--- config.mk ---
export PLATFORM = sky130hd
export DESIGN_NAME = serial_addsub_unit
export DESIGN_NICKNAME = d
export VERILOG_FILES = /design/src/rtl/serial_addsub_unit.sv
export SDC_FILE = /design/constraint.sdc
export NUM_CORES = 1
export LEC_CHECK = 0
export BUFFER_PORTS_ARGS = -buffer_cell sky130_fd_sc_hd__buf_4
export CAP_MARGIN = 20
export CORE_MARGIN = 2
export CORE_UTILIZATION = 58
export CTS_CLUSTER_SIZE = 25
export DETAILED_ROUTE_END_ITERATION = 8
export GPL_ROUTABILITY_DRIVEN = 1
export PLACE_DENSITY = 0.85
export SETUP_SLACK_MARGIN = 0.5
export SLEW_MARGIN = 20
export SYNTH_ARGS = -nofsm -noshare
export SYNTH_HDL_FRONTEND = slang
export SYNTH_SLANG_ARGS = --single-unit
--- constraint.sdc ---
create_clock -name clk -period 3.25 [get_ports clk]
set_clock_uncertainty 0.2 [all_clocks]
set_input_delay 0.4875 -clock clk [delete_from_list [all_inputs] [get_ports clk]]
set_output_delay 0.4875 -clock clk [all_outputs]
set_load 0.005 [all_outputs]
--- src/rtl/serial_addsub_unit.sv ---
// rtl/serial_addsub_unit.sv - bit-serial add/subtract engine with ARM NZCV flags
module serial_addsub_unit #(
    parameter  int WIDTH = 64,
    localparam int CNT_W = $clog2(WIDTH)
) (
    input  logic             clk,
    input  logic             reset_n,
    input  logic             start,
    input  logic             sub,
    input  logic [WIDTH-1:0] A,
    input  logic [WIDTH-1:0] B,
    output logic             ready,
    output logic             busy,
    output logic             done,
    output logic [WIDTH-1:0] result,
    output logic             flagN,
    output logic             flagZ,
    output logic             flagC,
    output logic             flagV
);

    typedef enum logic [1:0] {
        IDLE = 2'd0,
        RUN  = 2'd1,
        DONE = 2'd2
    } state_t;

    state_t           state;
    logic [WIDTH-1:0] a_sh;
    logic [WIDTH-1:0] b_sh;
    logic             sub_reg;
    logic             carry_reg;
    logic [CNT_W-1:0] cnt;

    logic             slice_b;
    logic             slice_sum;
    logic             slice_cout;
    logic [WIDTH-1:0] next_result;
    logic             last_bit;

    // One full adder/subtractor slice: B is inverted on subtract, carry-in seeded with sub
    always_comb begin
        slice_b     = b_sh[0] ^ sub_reg;
        slice_sum   = a_sh[0] ^ slice_b ^ carry_reg;
        slice_cout  = (a_sh[0] & slice_b) | (carry_reg & (a_sh[0] ^ slice_b));
        next_result = {slice_sum, result[WIDTH-1:1]};
        last_bit    = (cnt == CNT_W'(WIDTH - 1));
    end

    // Control FSM plus datapath; status outputs are registered alongside the state
    always_ff @(posedge clk or negedge reset_n) begin
        if (!reset_n) begin
            state     <= IDLE;
            a_sh      <= '0;
            b_sh      <= '0;
            sub_reg   <= 1'b0;
            carry_reg <= 1'b0;
            cnt       <= '0;
            result    <= '0;
            ready     <= 1'b1;
            busy      <= 1'b0;
            done      <= 1'b0;
            flagN     <= 1'b0;
            flagZ     <= 1'b0;
            flagC     <= 1'b0;
            flagV     <= 1'b0;
        end else begin
            case (state)
                IDLE: begin
                    if (start) begin
                        a_sh      <= A;
                        b_sh      <= B;
                        sub_reg   <= sub;
                        carry_reg <= sub;
                        cnt       <= '0;
                        result    <= '0;
                        ready     <= 1'b0;
                        busy      <= 1'b1;
                        state     <= RUN;
                    end
                end
                RUN: begin
                    a_sh      <= a_sh >> 1;
                    b_sh      <= b_sh >> 1;
                    result    <= next_result;
                    carry_reg <= slice_cout;
                    cnt       <= cnt + 1'b1;
                    if (last_bit) begin
                        // carry_reg still holds the carry into the MSB at this point
                        flagC <= slice_cout;
                        flagV <= carry_reg ^ slice_cout;
                        flagN <= slice_sum;
                        flagZ <= (next_result == '0);
                        busy  <= 1'b0;
                        done  <= 1'b1;
                        state <= DONE;
                    end
                end
                DONE: begin
                    done  <= 1'b0;
                    ready <= 1'b1;
                    state <= IDLE;
                end
                default: begin
                    state <= IDLE;
                    ready <= 1'b1;
                    busy  <= 1'b0;
                    done  <= 1'b0;
                end
            endcase
        end
    end

endmodule

==> impl_table.tex, run 1 <==
\begin{tabular}{lr}
\hline
Metric & Value \\
\hline
\multicolumn{2}{l}{\textbf{Critical path}} \\
CP max-delay cell & sky130\_fd\_sc\_hd\_\_fa\_1 \\
Highest net fanout along the worst path & 3 \\
Logic depth of the worst register-to-register path & 6 \\
Required time of the critical path & around 3.5 ns \\
Destination of the worst register-to-register timing path & flagZ \\
Worst Setup End Kind & flop \\
Critical path start-end classification & flop to flop \\
Launching instance or port of the critical path & b\_sh[0] \\
Delay of the slowest cell on the worst path & approximately 0.55 ns \\
Ordered list of cells on the worst path & xnor2\_1, fa\_1, nor4b\_1, nand4\_1, nor4\_1, mux2\_4 \\
Setup slack, reg-to-reg & just under 1 ns \\
Arrival time at the worst endpoint & approximately 2.5 ns \\
Sort of element at the start of the critical path & flop \\
Origin of the critical flop-to-flop path & b\_sh[0] \\
\multicolumn{2}{l}{\textbf{Power and ir drop}} \\
Worst voltage drop across the vdd grid & $\sim$400 µV \\
Total power density per cell area & 840 mW/mm² \\
Leakage power figure & slightly above 5 nW \\
\multicolumn{2}{l}{\textbf{Timing}} \\
Aggregate negative setup slack & 0 ns \\
Slew at the pin closest to its max-slew limit & between 0.8 and 0.9 ns \\
Post-route fraction of the period consumed by the critical path & approximately 70\% \\
RSZ-0062 raised after global routing & no \\
F\_max & 438 MHz \\
Max-slew violation count & 0 \\
Final setup violating endpoints & 0 \\
Remaining max-slew budget at the tightest pin & 44.9\% \\
Final hold viol count & 0 \\
Post-layout min period & 2.28 ns \\
\multicolumn{2}{l}{\textbf{Routing}} \\
Met2 routed WL & between 10000 and 15000 µm \\
Antenna-violating nets left & 0 \\
Residual DRC & 0 \\
Initial DRC count & 689 \\
Met3 layer wire length in the routed design & around 1500 µm \\
Detailed-routing iteration count for the pre-antenna-repair pass & 8 \\
Vias after detailed routing & 7120 \\
Overall routed net length & roughly 22000 µm \\
Number of vias per cell & about 6.1 \\
Highest metal used & met4 \\
Routed met1 length & about 9500 µm \\
Detailed-route wire length per cell & between 15 and 20 µm \\
\multicolumn{2}{l}{\textbf{Worst hold path}} \\
Min-Delay Path Depth & 2 \\
Hold WC Path Type & primary input to flop \\
Sink of the worst hold path & a\_sh[63] \\
Origin of the worst min-delay path & A[63] \\
\multicolumn{2}{l}{\textbf{Floorplan}} \\
Die Width & between 100 and 150 µm \\
Count of boundary I/O pins & between 200 and 250 \\
Die height & $\sim$130 µm \\
Initial core utilization & 58.5\% \\
Number of placement rows & 45 \\
DIE AREA & 0.0162 mm² \\
CORE AREA & roughly 0.015 mm² \\
\multicolumn{2}{l}{\textbf{Synthesis}} \\
FF+latch count, synth & roughly 210 \\
Area fraction in and, or, nand and nor cells after synthesis & just over 8\% \\
Number of standard cells after synthesis & around 800 \\
Proportion of register bits with asynchronous set or reset after synthesis & 100\% \\
Share of the yosys chip area belonging to registers & roughly three fifths \\
Post-synthesis cell type count & 38 \\
Synth Area in XOR/XNOR & less than 1\% \\
Synth Area per Inst & about 11 µm² \\
Largest area contributor in the synthesized netlist & sky130\_fd\_sc\_hd\_\_dfrtp\_1 \\
Synth Cell Area & around 0.0088 mm² \\
Compound-cell area share of the yosys netlist & around a quarter \\
Most frequent cells after synthesis & 208 x sky130\_fd\_sc\_hd\_\_dfrtp\_1, 130 x sky130\_fd\_sc\_hd\_\_nand2\_1, 126 x sky130\_fd\_sc\_hd\_\_a22oi\_1, 101 x sky130\_fd\_sc\_hd\_\_o21ai\_0, 66 x sky130\_fd\_sc\_hd\_\_a22o\_1 \\
Dominant combinational cell family by area after synthesis & compound AO/OA/AOI/OAI gates \\
Largest cells by area after synthesis & sky130\_fd\_sc\_hd\_\_dfrtp\_1 59\%, sky130\_fd\_sc\_hd\_\_a22oi\_1 11\%, sky130\_fd\_sc\_hd\_\_a22o\_1 6.6\% \\
Ys Warns & 0 \\
Flip-flop cell with the highest count after synthesis & sky130\_fd\_sc\_hd\_\_dfrtp\_1 \\
Adder and majority gate portion of the synthesized area & less than 1\% \\
Number of enable flip-flop cells after synthesis & 0 \\
Mapped Nets & between 900 and 1000 \\
Fraction of post-synthesis cell area in the top cell type by area & 59.2\% \\
Most instantiated library cell after synthesis & sky130\_fd\_sc\_hd\_\_dfrtp\_1 \\
Multiplexer share of the synthesized area & 0.697\% \\
\multicolumn{2}{l}{\textbf{Placement}} \\
Post-detail-place hpwl & 13500 µm \\
Placed inst area & between 0.01 and 0.015 mm² \\
Number of buffers inserted by port buffering & $\sim$200 \\
Placer congestion estimate & a little under 0.8 \\
\multicolumn{2}{l}{\textbf{Global routing}} \\
Initial antenna violation count & 0 \\
Pin count of the biggest net entering global routing & approximately 170 \\
GRT Util Overall & a little over a quarter \\
Via count of the first global-routing pass & slightly below 7000 \\
Overall overflow remaining after global route & 0 \\
Global-route wire length before repair & roughly 35000 µm \\
\multicolumn{2}{l}{\textbf{Clock network}} \\
CTS Sinks & $\sim$210 \\
Clk Tree Root Cell & sky130\_fd\_sc\_hd\_\_clkbuf\_16 \\
Clock latency on the worst-skew pair & roughly 0.49 ns \\
Reg clk slew, reported paths & about 0.06 ns \\
Post-CTS repair timing setup buffer count & 0 \\
Clock tree from TritonCTS & built \\
H-tree depth & 1 \\
Number of CTS-inserted buffers & 22 \\
Maximum buffer depth of the clock tree & 3 \\
\multicolumn{2}{l}{\textbf{Finish}} \\
Number of nets in the finished design & 1106 \\
Fraction of layout cells with a size suffix above 1 & 26.9\% \\
Number of fill cells & 1022 \\
Multi-input gate area & roughly 0.0031 mm² \\
Combined flip-flop and latch cell area & roughly 0.0052 mm² \\
Top flop regs & a\_sh: 64 flops, b\_sh: 64 flops, result: 64 flops \\
Layout Cell Area excl Fill & between 0.01 and 0.015 mm² \\
Area added between synthesis and finish & 26.4\% \\
Total inserted antenna cells & 0 \\
\multicolumn{2}{l}{\textbf{Run status}} \\
Status & finished, final reports clean \\
\multicolumn{2}{l}{\textbf{Run}} \\
Max-cap check violation count & 0 \\
\hline
\end{tabular}
layout by cell type (no fill, tap or decap), types with 6 or more instances in the layout:
cell type,netlist,final
sky130_fd_sc_hd__buf_4,8,213
sky130_fd_sc_hd__dfrtp_1,208,206
sky130_fd_sc_hd__nand2_1,130,130
sky130_fd_sc_hd__a22oi_1,126,126
sky130_fd_sc_hd__o21ai_0,101,101
sky130_fd_sc_hd__a22o_1,66,66
sky130_fd_sc_hd__o21ai_1,35,35
sky130_fd_sc_hd__clkbuf_16,0,23
sky130_fd_sc_hd__nor4_1,16,16
sky130_fd_sc_hd__inv_1,6,6
sky130_fd_sc_hd__nand4_1,6,6
sky130_fd_sc_hd__clkbuf_8,0,6
cells by family after synthesis:
| group | after synthesis |
|---|---|
| AO/OA/AOI/OAI | 335 |
| buffers and inverters | 80 |
| AND/OR/NAND/NOR | 167 |
| multiplexers | 5 |
| adder cells (fa/ha/maj) | 2 |
| XOR/XNOR | 3 |
| flip-flops | 209 |
area by class of cell:
| type | count | area share [%] |
|---|---|---|
| clock buffers | 31 | 5.89 |
| clock inverters | 7 | 1.21 |
| inverters | 7 | 0.236 |
| multi-input cells | 512 | 28.0 |
| flip-flops and latches | 209 | 47.1 |
| well taps | 188 | 2.11 |
| repair buffers | 220 | 15.4 |
layer usage:
layer | vias up | track usage (%)
li1 | 3297 | -
met1 | 3505 | 40.7
met2 | 271 | 39.2
met3 | 47 | 5.19
met4 | 0 | 8.34
met5 | - | 0
how the worst max path moves through the flow:
stage                        to  slack (ns)  cells past startpoint
after floorplan           flagZ        1.33                      6
after global placement    flagZ        1.15                      6
after detailed placement  flagZ        1.04                      6
after CTS                 flagZ        0.97                      6
after global routing      flagZ        0.88                      6
final                     flagZ        0.97                      6
where the power goes:
group          switching [mW]  internal, mW
Clock                   0.991          1.72
Sequential              0.743          3.53
Combinational            1.02          1.34
critical path, delay by kind of cell, from the launching register on:
family / cells / cell delay, ns
xor gates and xnor gates: 1 / 0.15
and+or+nand+nor: 3 / 0.71
muxes: 1 / 0.21
DFF: 1 / 0.41
adders and majority gates: 1 / 0.55
what timing repair did:
action | in CTS | in global routing
endpoints found under the hold margin | 68 | 0
hold buffers | 2 | 0
resized for setup | 0 | 0
through the flow:
step	util [%]	power (mW)	hold slack, ns	std cells	worst slack (ns)
6_report	74.0	9.34	0.0206	1174	0.967
5_1_grt	74.0	9.88	0.0213	1174	0.876
4_1_cts	74.0	9.38	0.0123	1174	0.969
3_5_place_dp	68.6	6.64	0.271	1134	1.04
3_3_place_gp	68.6	6.51	0.261	1134	1.15
2_1_floorplan	-	5.51	-0.00809	801	1.33
Power figures use the tool's default switching activity.
==> run 2: changes to the inputs <==
Settings changed: CORE_UTILIZATION 58 to 49, PLACE_DENSITY 0.85 to 0.77.
Clock period 3.25 ns to 2.1 ns, I/O delays scaled along.
==> impl_table.tex, run 2 (synthesized netlist as in run 1, its figures left out) <==
\begin{tabular}{lr}
\hline
Metric & Value \\
\hline
\multicolumn{2}{l}{\textbf{Run status}} \\
Status & finished with violations \\
Violated checks & setup timing \\
\multicolumn{2}{l}{\textbf{Placement}} \\
Cell count after placement & 1175 (+3.6\%) \\
Placer congestion estimate & 0.800 (+1.6\%) \\
Minimum setup slack after placement & 0.0822 ns (-0.958 ns) \\
Number of buffers inserted by port buffering & 202 (unchanged) \\
Post-detail-place hpwl & 13700 µm (+1.1\%) \\
Placed inst area & 0.0104 mm² (+1.2\%) \\
\multicolumn{2}{l}{\textbf{Timing}} \\
Final setup violating endpoints & 4 (+4) \\
Max-slew violation count & 0 (unchanged) \\
Slew at the pin closest to its max-slew limit & 0.881 ns (+0.0550 ns) \\
Post-layout min period & 2.39 ns (+0.109 ns) \\
RSZ-0062 raised after global routing & yes \\
Remaining max-slew budget at the tightest pin & 41.3\% (-3.7 points) \\
Final hold viol count & 0 (unchanged) \\
Final worst-path setup slack & -0.292 ns (-1.26 ns) \\
F\_max & 418 MHz (-4.6\%) \\
Post-route fraction of the period consumed by the critical path & 114\% (+44 points) \\
\multicolumn{2}{l}{\textbf{Run}} \\
Max-cap check violation count & 0 (unchanged) \\
\multicolumn{2}{l}{\textbf{Routing}} \\
Detailed-routing iteration count for the pre-antenna-repair pass & 7 (-1) \\
Antenna-violating nets left & 0 (unchanged) \\
Residual DRC & 0 (unchanged) \\
Initial DRC count & 1166 (+69\%) \\
Detailed-route wire length per cell & 31.8 µm (+71\%) \\
Number of vias per cell & 6.86 (+13\%) \\
Overall routed net length & 47300 µm (+120\%) \\
Vias after detailed routing & 10200 (+43\%) \\
\multicolumn{2}{l}{\textbf{Power and ir drop}} \\
Leakage power figure & 7.88 nW (+57\%) \\
Total power density per cell area & 1170 mW/mm² (+39\%) \\
Worst voltage drop across the vdd grid & 961 µV (+140\%) \\
\multicolumn{2}{l}{\textbf{Finish}} \\
Top flop regs & a\_sh: 64 flops, b\_sh: 64 flops, result: 64 flops \\
Number of fill cells & 494 (-52\%) \\
Layout Cell Area excl Fill & 0.0161 mm² (+45\%) \\
Post-route non-filler standard cell count & 1488 (+27\%) \\
Area added between synthesis and finish & 82.9\% \\
Top library cells by usage in the layout, fill and taps aside & 217 x sky130\_fd\_sc\_hd\_\_buf\_4, 198 x sky130\_fd\_sc\_hd\_\_dfrtp\_1, 130 x sky130\_fd\_sc\_hd\_\_dlygate4sd3\_1 \\
Fraction of layout cells with a size suffix above 1 & 51.7\% (+25 points) \\
Most common cell after layout, fill and taps aside & sky130\_fd\_sc\_hd\_\_buf\_4 \\
Number of nets in the finished design & 1379 (+25\%) \\
\multicolumn{2}{l}{\textbf{Clock network}} \\
Clock latency on the worst-skew pair & 0.53 ns (+0.04 ns) \\
Number of CTS-inserted buffers & 23 (+4.5\%) \\
Reg clk slew, reported paths & 0.07 ns (about the same) \\
Maximum buffer depth of the clock tree & 3 (unchanged) \\
Clock tree from TritonCTS & built \\
Clk Tree Root Cell & sky130\_fd\_sc\_hd\_\_clkbuf\_16 \\
CTS Sinks & 209 (unchanged) \\
H-tree depth & 1 (unchanged) \\
\multicolumn{2}{l}{\textbf{Critical path}} \\
Arrival time at the worst endpoint & 2.53 ns (+0.02 ns) \\
Delay of the slowest cell on the worst path & 0.72 ns (+0.17 ns) \\
Critical path start-end classification & flop to flop \\
Worst Setup End Kind & flop \\
Highest net fanout along the worst path & 18 (+15) \\
Origin of the critical flop-to-flop path & state[0] \\
Ordered list of cells on the worst path & buf\_6, buf\_12, buf\_8, a22oi\_1, o21ai\_1 \\
Launching instance or port of the critical path & state[0] \\
Sort of element at the start of the critical path & flop \\
Required time of the critical path & 2.24 ns (-1.23 ns) \\
Setup slack, reg-to-reg & -0.29 ns (-1.26 ns) \\
CP max-delay cell & sky130\_fd\_sc\_hd\_\_a22oi\_1 \\
\multicolumn{2}{l}{\textbf{Floorplan}} \\
Initial core utilization & 50.5\% (-8.0 points) \\
CORE AREA & 0.0174 mm² (+16\%) \\
Number of placement rows & 48 (+6.7\%) \\
DIE AREA & 0.0190 mm² (+18\%) \\
Die Width & 138 µm (+8.5\%) \\
Die height & 138 µm (+8.5\%) \\
Count of boundary I/O pins & 203 (unchanged) \\
\multicolumn{2}{l}{\textbf{Global routing}} \\
Overall overflow remaining after global route & 0 (unchanged) \\
Pin count of the biggest net entering global routing & 78 (-53\%) \\
Global-route wire length before repair & 43300 µm (+22\%) \\
GRT Util Overall & 28.8\% (+2.2 points) \\
Via count of the first global-routing pass & 8470 (+26\%) \\
Initial antenna violation count & 3 (+3) \\
\multicolumn{2}{l}{\textbf{Worst hold path}} \\
Hold WC Path Type & primary input to asynchronous set/reset pin \\
\hline
\end{tabular}
run 2: cell types whose count changed in the layout (fill, tap and decap cells not counted), moves of 61 or more:
cell	before	now
sky130_fd_sc_hd__o21ai_2	0	67
sky130_fd_sc_hd__o21ai_0	101	8
sky130_fd_sc_hd__dlygate4sd3_1	2	130
sky130_fd_sc_hd__a22oi_1	126	56
sky130_fd_sc_hd__a22oi_2	0	70
sky130_fd_sc_hd__nand2_4	0	63
sky130_fd_sc_hd__nand2_1	130	40
sky130_fd_sc_hd__buf_6	0	61
run 2: path summary, 6_finish.rpt:
path                         endpoint  depth (start not counted)
min reg2reg                      done                          1
min                          b_sh[47]                          2
max in group asynchronous  result[53]                          3
max                          b_sh[58]                          5
max reg2reg                  b_sh[58]                          5
min in group clk              b_sh[0]                          4
run 2: through the flow:
step / hold slack [ns] / power, mW / util, % / TNS (ns)
finish: 0.124 / 18.8 / 92.4 / -0.676
global route: 0.139 / 19.3 / 92.4 / -0.628
CTS: -0.0215 / 15.2 / 75.6 / 0
detailed placement: 0.0671 / 10.3 / 59.9 / 0
global placement: 0.0640 / 10.1 / 59.9 / 0
floorplan: -0.181 / 8.54 / - / 0
run 2: metal layers:
layer  vias up  GRT usage (%)  wire length [µm]
met1      4865           38.8             15300
met5         -              0                19
met3       383           6.14              6100
met2      1073           46.3             21400
li1       3884              -                 -
met4         4           11.0              4430
run 2: power by group:
group          total [mW]  switching, mW  internal, mW
sequential           7.30           1.82          5.48
clock                4.29           1.86          2.44
combinational        7.23           3.20          4.02
run 2: layout make-up:
| class | count | area [µm²] | share of cell area [%] |
|---|---|---|---|
| tap | 225 | 282 | 1.75 |
| clock inverter | 5 | 60.1 | 0.373 |
| clock buffer | 37 | 708 | 4.40 |
| inverter | 7 | 28.8 | 0.179 |
| antenna | 1 | 2.50 | 0.0156 |
| multi-input combinational | 512 | 4310 | 26.8 |
| timing repair buffer | 492 | 5440 | 33.8 |
| sequential | 209 | 5250 | 32.6 |
run 2: repair_timing:
action / in CTS / in global routing
setup buffers: 41 / 41
pin swaps: 2 / 126
cloned: 6 / 52
hold buffers: 130 / 0
hold endpoints to repair: 338 / 0
endpoints found under the setup margin: 238 / 253
gates resized for setup: 55 / 484
run 2: critical path: cells and delay by family (launching register included):
kind                   cells  cell delay [ns]
buffers and inverters      3             0.50
AO/OA/AOI/OAI              2             0.94
flip-flops                 1             0.55
